$ cat src/rtl/dmem_access_ctrl_if.sv
// Request/response bundle between the MEM stage (master) and the data-memory
// load/store controller (slave).
interface dmem_access_ctrl_if #(
    parameter int ADDR_W = 8,
    parameter int DATA_W = 8,
    parameter int TAG_W  = 3
);
    logic              req_valid;
    logic              req_ready;
    logic [2:0]        req_op;
    logic [ADDR_W-1:0] req_addr;
    logic [DATA_W-1:0] req_wdata;
    logic [TAG_W-1:0]  req_tag;
    logic              rsp_valid;
    logic              rsp_ready;
    logic [DATA_W-1:0] rsp_data;
    logic [TAG_W-1:0]  rsp_tag;

    modport master (
        output req_valid, req_op, req_addr, req_wdata, req_tag, rsp_ready,
        input  req_ready, rsp_valid, rsp_data, rsp_tag
    );

    modport slave (
        input  req_valid, req_op, req_addr, req_wdata, req_tag, rsp_ready,
        output req_ready, rsp_valid, rsp_data, rsp_tag
    );
endinterface

$ cat src/rtl/dmem_access_ctrl.sv
// Load/store initiator for the byte-wide data memory. One request in flight at
// a time; memory strobes are registered and exactly one cycle wide. Bad
// requests raise a sticky error that remembers the first offending address.
module dmem_access_ctrl #(
    parameter int ADDR_W    = 8,
    parameter int DATA_W    = 8,
    parameter int MEM_DEPTH = 64,
    parameter int TAG_W     = 3
) (
    input  logic              clk,
    input  logic              reset,
    dmem_access_ctrl_if.slave bus,
    output logic [ADDR_W-1:0] mem_addr,
    output logic [DATA_W-1:0] write_data_M,
    output logic              write_en,
    output logic              read_en,
    output logic [2:0]        opcode,
    input  logic [DATA_W-1:0] read_data,
    output logic              err,
    output logic [ADDR_W-1:0] err_addr,
    output logic [7:0]        ld_cnt,
    output logic [7:0]        st_cnt
);
    localparam logic [2:0]      OP_LOAD  = 3'b000;
    localparam logic [2:0]      OP_STORE = 3'b001;
    localparam logic [2:0]      OP_NONE  = 3'b111;
    localparam logic [ADDR_W:0] DEPTH    = (ADDR_W + 1)'(MEM_DEPTH);

    typedef enum logic [1:0] {S_IDLE, S_LOAD, S_STORE, S_RESP} state_t;

    state_t            state_q,    state_d;
    logic [ADDR_W-1:0] addr_q,     addr_d;
    logic [DATA_W-1:0] wdata_q,    wdata_d;
    logic              wen_q,      wen_d;
    logic              ren_q,      ren_d;
    logic [2:0]        opc_q,      opc_d;
    logic [DATA_W-1:0] rsp_data_q, rsp_data_d;
    logic [TAG_W-1:0]  rsp_tag_q,  rsp_tag_d;
    logic [TAG_W-1:0]  tag_q,      tag_d;
    logic              err_q,      err_d;
    logic [ADDR_W-1:0] err_addr_q, err_addr_d;
    logic [7:0]        ld_cnt_q,   ld_cnt_d;
    logic [7:0]        st_cnt_q,   st_cnt_d;

    logic in_range;
    assign in_range = ({1'b0, bus.req_addr} < DEPTH);

    // Control and memory-side registers; reset drops strobes immediately.
    always_ff @(posedge clk or posedge reset) begin
        if (reset) begin
            state_q    <= S_IDLE;
            addr_q     <= '0;
            wdata_q    <= '0;
            wen_q      <= 1'b0;
            ren_q      <= 1'b0;
            opc_q      <= OP_NONE;
            rsp_data_q <= '0;
            rsp_tag_q  <= '0;
            err_q      <= 1'b0;
            err_addr_q <= '0;
            ld_cnt_q   <= '0;
            st_cnt_q   <= '0;
        end else begin
            state_q    <= state_d;
            addr_q     <= addr_d;
            wdata_q    <= wdata_d;
            wen_q      <= wen_d;
            ren_q      <= ren_d;
            opc_q      <= opc_d;
            rsp_data_q <= rsp_data_d;
            rsp_tag_q  <= rsp_tag_d;
            err_q      <= err_d;
            err_addr_q <= err_addr_d;
            ld_cnt_q   <= ld_cnt_d;
            st_cnt_q   <= st_cnt_d;
        end
    end

    // Load tag is pure payload carried to the response; no reset needed.
    always_ff @(posedge clk) begin
        tag_q <= tag_d;
    end

    // Next-state logic; strobes for the next cycle are decided here so the
    // registered pins line up exactly with the LOAD/STORE states.
    always_comb begin
        state_d    = state_q;
        addr_d     = addr_q;
        wdata_d    = wdata_q;
        wen_d      = 1'b0;
        ren_d      = 1'b0;
        opc_d      = OP_NONE;
        rsp_data_d = rsp_data_q;
        rsp_tag_d  = rsp_tag_q;
        tag_d      = tag_q;
        err_d      = err_q;
        err_addr_d = err_addr_q;
        ld_cnt_d   = ld_cnt_q;
        st_cnt_d   = st_cnt_q;

        case (state_q)
            S_IDLE: begin
                if (bus.req_valid) begin
                    if (bus.req_op == OP_LOAD && in_range) begin
                        state_d = S_LOAD;
                        addr_d  = bus.req_addr;
                        tag_d   = bus.req_tag;
                        ren_d   = 1'b1;
                        opc_d   = OP_LOAD;
                    end else if (bus.req_op == OP_STORE && in_range) begin
                        state_d = S_STORE;
                        addr_d  = bus.req_addr;
                        wdata_d = bus.req_wdata;
                        wen_d   = 1'b1;
                        opc_d   = OP_STORE;
                    end else begin
                        // Only the first bad request is remembered.
                        if (!err_q) begin
                            err_d      = 1'b1;
                            err_addr_d = bus.req_addr;
                        end
                        // A bad load still owes writeback a (zero) response.
                        if (bus.req_op == OP_LOAD) begin
                            state_d    = S_RESP;
                            rsp_data_d = '0;
                            rsp_tag_d  = bus.req_tag;
                        end
                    end
                end
            end
            S_LOAD: begin
                rsp_data_d = read_data;
                rsp_tag_d  = tag_q;
                ld_cnt_d   = ld_cnt_q + 8'd1;
                state_d    = S_RESP;
            end
            S_STORE: begin
                st_cnt_d = st_cnt_q + 8'd1;
                state_d  = S_IDLE;
            end
            S_RESP: begin
                if (bus.rsp_ready) begin
                    state_d = S_IDLE;
                end
            end
            default: state_d = S_IDLE;
        endcase
    end

    assign bus.req_ready = (state_q == S_IDLE);
    assign bus.rsp_valid = (state_q == S_RESP);
    assign bus.rsp_data  = rsp_data_q;
    assign bus.rsp_tag   = rsp_tag_q;
    assign mem_addr      = addr_q;
    assign write_data_M  = wdata_q;
    assign write_en      = wen_q;
    assign read_en       = ren_q;
    assign opcode        = opc_q;
    assign err           = err_q;
    assign err_addr      = err_addr_q;
    assign ld_cnt        = ld_cnt_q;
    assign st_cnt        = st_cnt_q;
endmodule

$ cat src/flat_wrapper.sv
// flat-port wrapper written by rule: the top's interface ports become plain ports
module dmem_access_ctrl_flat 
#(
    parameter int ADDR_W    = 8,
    parameter int DATA_W    = 8,
    parameter int MEM_DEPTH = 64,
    parameter int TAG_W     = 3
)
  (clk, reset, mem_addr, write_data_M, write_en, read_en, opcode, read_data, err, err_addr, ld_cnt, st_cnt, bus_req_valid, bus_req_op, bus_req_addr, bus_req_wdata, bus_req_tag, bus_rsp_ready, bus_req_ready, bus_rsp_valid, bus_rsp_data, bus_rsp_tag);
  dmem_access_ctrl_if #(.ADDR_W(ADDR_W), .DATA_W(DATA_W), .TAG_W(TAG_W)) bus_i ();
  input  logic clk;
  input  logic reset;
  output logic [ADDR_W-1:0] mem_addr;
  output logic [DATA_W-1:0] write_data_M;
  output logic write_en;
  output logic read_en;
  output logic [2:0] opcode;
  input  logic [DATA_W-1:0] read_data;
  output logic err;
  output logic [ADDR_W-1:0] err_addr;
  output logic [7:0] ld_cnt;
  output logic [7:0] st_cnt;
  input wire logic [$bits(bus_i.req_valid)-1:0] bus_req_valid;
  input wire logic [$bits(bus_i.req_op)-1:0] bus_req_op;
  input wire logic [$bits(bus_i.req_addr)-1:0] bus_req_addr;
  input wire logic [$bits(bus_i.req_wdata)-1:0] bus_req_wdata;
  input wire logic [$bits(bus_i.req_tag)-1:0] bus_req_tag;
  input wire logic [$bits(bus_i.rsp_ready)-1:0] bus_rsp_ready;
  output wire logic [$bits(bus_i.req_ready)-1:0] bus_req_ready;
  output wire logic [$bits(bus_i.rsp_valid)-1:0] bus_rsp_valid;
  output wire logic [$bits(bus_i.rsp_data)-1:0] bus_rsp_data;
  output wire logic [$bits(bus_i.rsp_tag)-1:0] bus_rsp_tag;
  assign bus_i.req_valid = bus_req_valid;
  assign bus_i.req_op = bus_req_op;
  assign bus_i.req_addr = bus_req_addr;
  assign bus_i.req_wdata = bus_req_wdata;
  assign bus_i.req_tag = bus_req_tag;
  assign bus_i.rsp_ready = bus_rsp_ready;
  assign bus_req_ready = bus_i.req_ready;
  assign bus_rsp_valid = bus_i.rsp_valid;
  assign bus_rsp_data = bus_i.rsp_data;
  assign bus_rsp_tag = bus_i.rsp_tag;
  dmem_access_ctrl #(.ADDR_W(ADDR_W), .DATA_W(DATA_W), .MEM_DEPTH(MEM_DEPTH), .TAG_W(TAG_W)) u_core (.clk(clk), .reset(reset), .bus(bus_i), .mem_addr(mem_addr), .write_data_M(write_data_M), .write_en(write_en), .read_en(read_en), .opcode(opcode), .read_data(read_data), .err(err), .err_addr(err_addr), .ld_cnt(ld_cnt), .st_cnt(st_cnt));
endmodule
$ cat config.mk
export PLATFORM = sky130hd
export DESIGN_NAME = dmem_access_ctrl_flat
export DESIGN_NICKNAME = d
export VERILOG_FILES = /design/src/rtl/dmem_access_ctrl_if.sv /design/src/rtl/dmem_access_ctrl.sv /design/src/flat_wrapper.sv
export SDC_FILE = /design/constraint.sdc
export NUM_CORES = 1
export LEC_CHECK = 0
export ABC_CLOCK_PERIOD_IN_PS = 2400
export BUFFER_PORTS_ARGS = -buffer_cell sky130_fd_sc_hd__buf_4
export CAP_MARGIN = 5
export CORE_MARGIN = 5
export CORE_UTILIZATION = 40
export CTS_CLUSTER_SIZE = 30
export DETAILED_ROUTE_END_ITERATION = 6
export PLACE_DENSITY = 0.78
export SYNTH_ARGS = -nofsm -noshare
export SYNTH_HDL_FRONTEND = slang
export SYNTH_SLANG_ARGS = --single-unit
$ cat constraint.sdc
create_clock -name clk -period 2.4 [get_ports clk]
set_clock_uncertainty 0.05 [all_clocks]
set_input_delay 0.48 -clock clk [delete_from_list [all_inputs] [get_ports clk]]
set_output_delay 0.48 -clock clk [all_outputs]
set_load 0.1 [all_outputs]
==> reports/qor.csv <==
metric,value,unit
Core ar.,6350,sq um
post-synthesis register bit count,61,
main flop type after synthesis,dfrtp_1,
hold_buf cts,0,
"Clk pin slew, worst setup/hold paths",0.07,ns
RSZ-0062 raised after global routing,no,
die width,90.9,microns
Crit. path cell count,4,
leading area contributor after synthesis,dfrtp_1,
slowest CP cell,dfrtp_1,
final setup fails,0,
initial cell density of the core,0.412,
layout cell share with drive strength beyond 1,0.477,
wl on met1,2550,microns
WS Path Type,flip-flop to output pin,
TNS Setup,0,ns
"Setup Fix Bufs, Post-CTS",0,
Worst Setup SP,u_core.state_q[1],
syn_area_per_cell,12.8,sq um
crit-path max FO,16,
largest net degree at the start of global routing,59,
"Period Utilization, post-route",0.864,
Yosys cell types,43,
most common library cells after synthesis,"56 x dfrtp_1, 23 x mux2_2, 13 x nand2_1",
global-route wire length before repair,10000,microns
Die Y,90.9,microns
status,"complete, no violations",
DRT Pass-1 Iters,4,
CP Launch Type,flip-flop,
1st-iter DRT viols,95,
Clock Sinks,61,
Critical Path Sink Type,output pin,
WP data required,1.87,ns
Overflow after GRT,0,
worst r2r src,u_core.state_q[0],
Peak Freq,0.482,GHz
cells after synthesis,204,
DRT antenna net count,0,
Nets,337,
delay of the slowest critical-path stage,0.48,ns
synth warn,0,
CTS root buf,clkbuf_8,
post-cts sizing count,0,
CTS Buffer Depth,2,
minimum clock period,2.07,ns
area growth from synthesis to layout,36.5,%
drt drc,0,
I/O pin count,93,
row count,29,
DR WL met2,2730,microns
vias in the first global route,2097,
CTS tree,done,
initial antenna violation count,0,
CP dominant cell by count,buf_4,
Yosys top cell area share,0.535,
Area contributors post-synth,"dfrtp_1 54%, mux2_2 9.9%, xnor2_1 3.7%, edfxtp_1 3.4%, a22oi_1 2.3%",
synthesized net count,240,
Top Layer Used,met4,
Avg WL per Cell,15.8,microns
CTS buffer count,9,
number of H-tree levels,3,
routed wl met3,666,microns
Die ar.,8260,sq um
CP top delay family,buffers and inverters,
worst skew pair latency,0.33,ns
critical path arrival,1.54,ns
All-Layer GR Usage,0.151,
sequential share of the synthesized area,0.590,
final hold violations,0,
Slew HR,0.622,
Max Cap Violations,0,
Post-Synthesis Cell Area,2620,sq um
Post-synth ARST share,0.951,
IO Port Bufs,92,
via count,1958,
DRT Wirelength,6040,microns
# diodes,0,
routability cong.,0.751,
r2r setup slk,0.63,ns
crit path buf inv count,3,
Min-Delay Path Class,primary input to asynchronous set/reset pin,
Worst Tran Pin Value,0.563,ns
Post-DP HPWL,4470,microns
r2r worst-path depth,3,
"count leader, synth",dfrtp_1,
"EDFF count, synth",3,
cell breakdown of the critical path,buf_4 > nand2_1 > inv_1 > buf_4,
Via density,5.11,
Max Slew Vio Count,0,
[state kept, by name (all words and copies together) (netlist names)]
register,cells
u_core.mem_addr,8
u_core.write_data_M,8
u_core.st_cnt,8
u_core.bus.rsp_data,8
u_core.bus.rsp_tag,3
u_core.opcode,2
u_core.write_en,1
u_core.read_en,1
u_core.tag_q,3
u_core.err,1
u_core.err_addr,8
u_core.ld_cnt,8
u_core.state_q,2
[area by class of cell]
type,count,area [sq um]
Fill cell,575,2780
Sequential cell,61,1540
Multi-Input combinational cell,128,1000
Timing Repair Buffer,96,733
Clock buffer,9,124
Tap cell,77,96.3
Clock inverter,7,51.3
Inverter,5,18.8
[metrics by stage]
step	worst slack (ns)	std cells	cell area [sq um]	hold WS (ns)	utilization
5_1_grt	0.228	383	3570	0.145	0.563
2_1_floorplan	0.215	204	2620	0.464	-
3_3_place_gp	0.515	367	3400	0.408	0.535
4_1_cts	0.305	383	3570	0.149	0.563
6_report	0.327	383	3570	0.139	0.563
3_5_place_dp	0.477	367	3400	0.409	0.535
[final timing paths]
| check | to |
|---|---|
| setup / recovery | bus_rsp_valid |
| hold / removal | u_core.err_addr[3] |
| setup reg to reg | u_core.err_addr[7] |
| hold reg to reg | u_core.st_cnt[7] |
| max in group asynchronous | u_core.opcode[1] |
| min in group clk | u_core.tag_q[2] |
[cells in the final DEF, fill, tap and decap left out, types with 3 or more instances in the layout]
cell type,count
a211oi_1,3
a22oi_1,8
buf_4,95
clkbuf_8,9
dfrtp_1,56
edfxtp_1,3
inv_1,4
mux2_2,23
nand2_1,13
nand3_1,3
nand4_1,4
nor2_1,8
nor2b_1,9
nor3_1,4
nor4b_1,3
o21ai_0,3
o22ai_1,3
o2bb2ai_1,6
xnor2_1,11
xor2_1,3
[worst min-delay path, cell delays in order]
cell,delay (ns)
buf_4,0.11
inv_2,0.06
buf_12,0.27
[logic make-up (layout without fill, tap and decap cells)]
family | after synthesis | after routing | share of synthesized area
adder cells (fa/ha/maj) | 2 | 2 | 0.00956
flip-flops | 61 | 61 | 0.590
AND/OR/NAND/NOR | 62 | 62 | 0.151
multiplexers | 23 | 23 | 0.0989
buffers and inverters | 15 | 117 | 0.0282
XOR/XNOR | 14 | 14 | 0.0468
AO/OA/AOI/OAI | 27 | 27 | 0.0760
[routing by layer]
| layer | track usage | vias to the layer above |
|---|---|---|
| li1 | - | 923 |
| met1 | 0.183 | 938 |
| met2 | 0.224 | 86 |
| met3 | 0.0758 | 11 |
| met4 | 0.0660 | 0 |
| met5 | 0 | - |
Power is left out: the tool's default activity adds up to more than one toggle a clock period on the data nets, which glitch-free logic cannot reach.
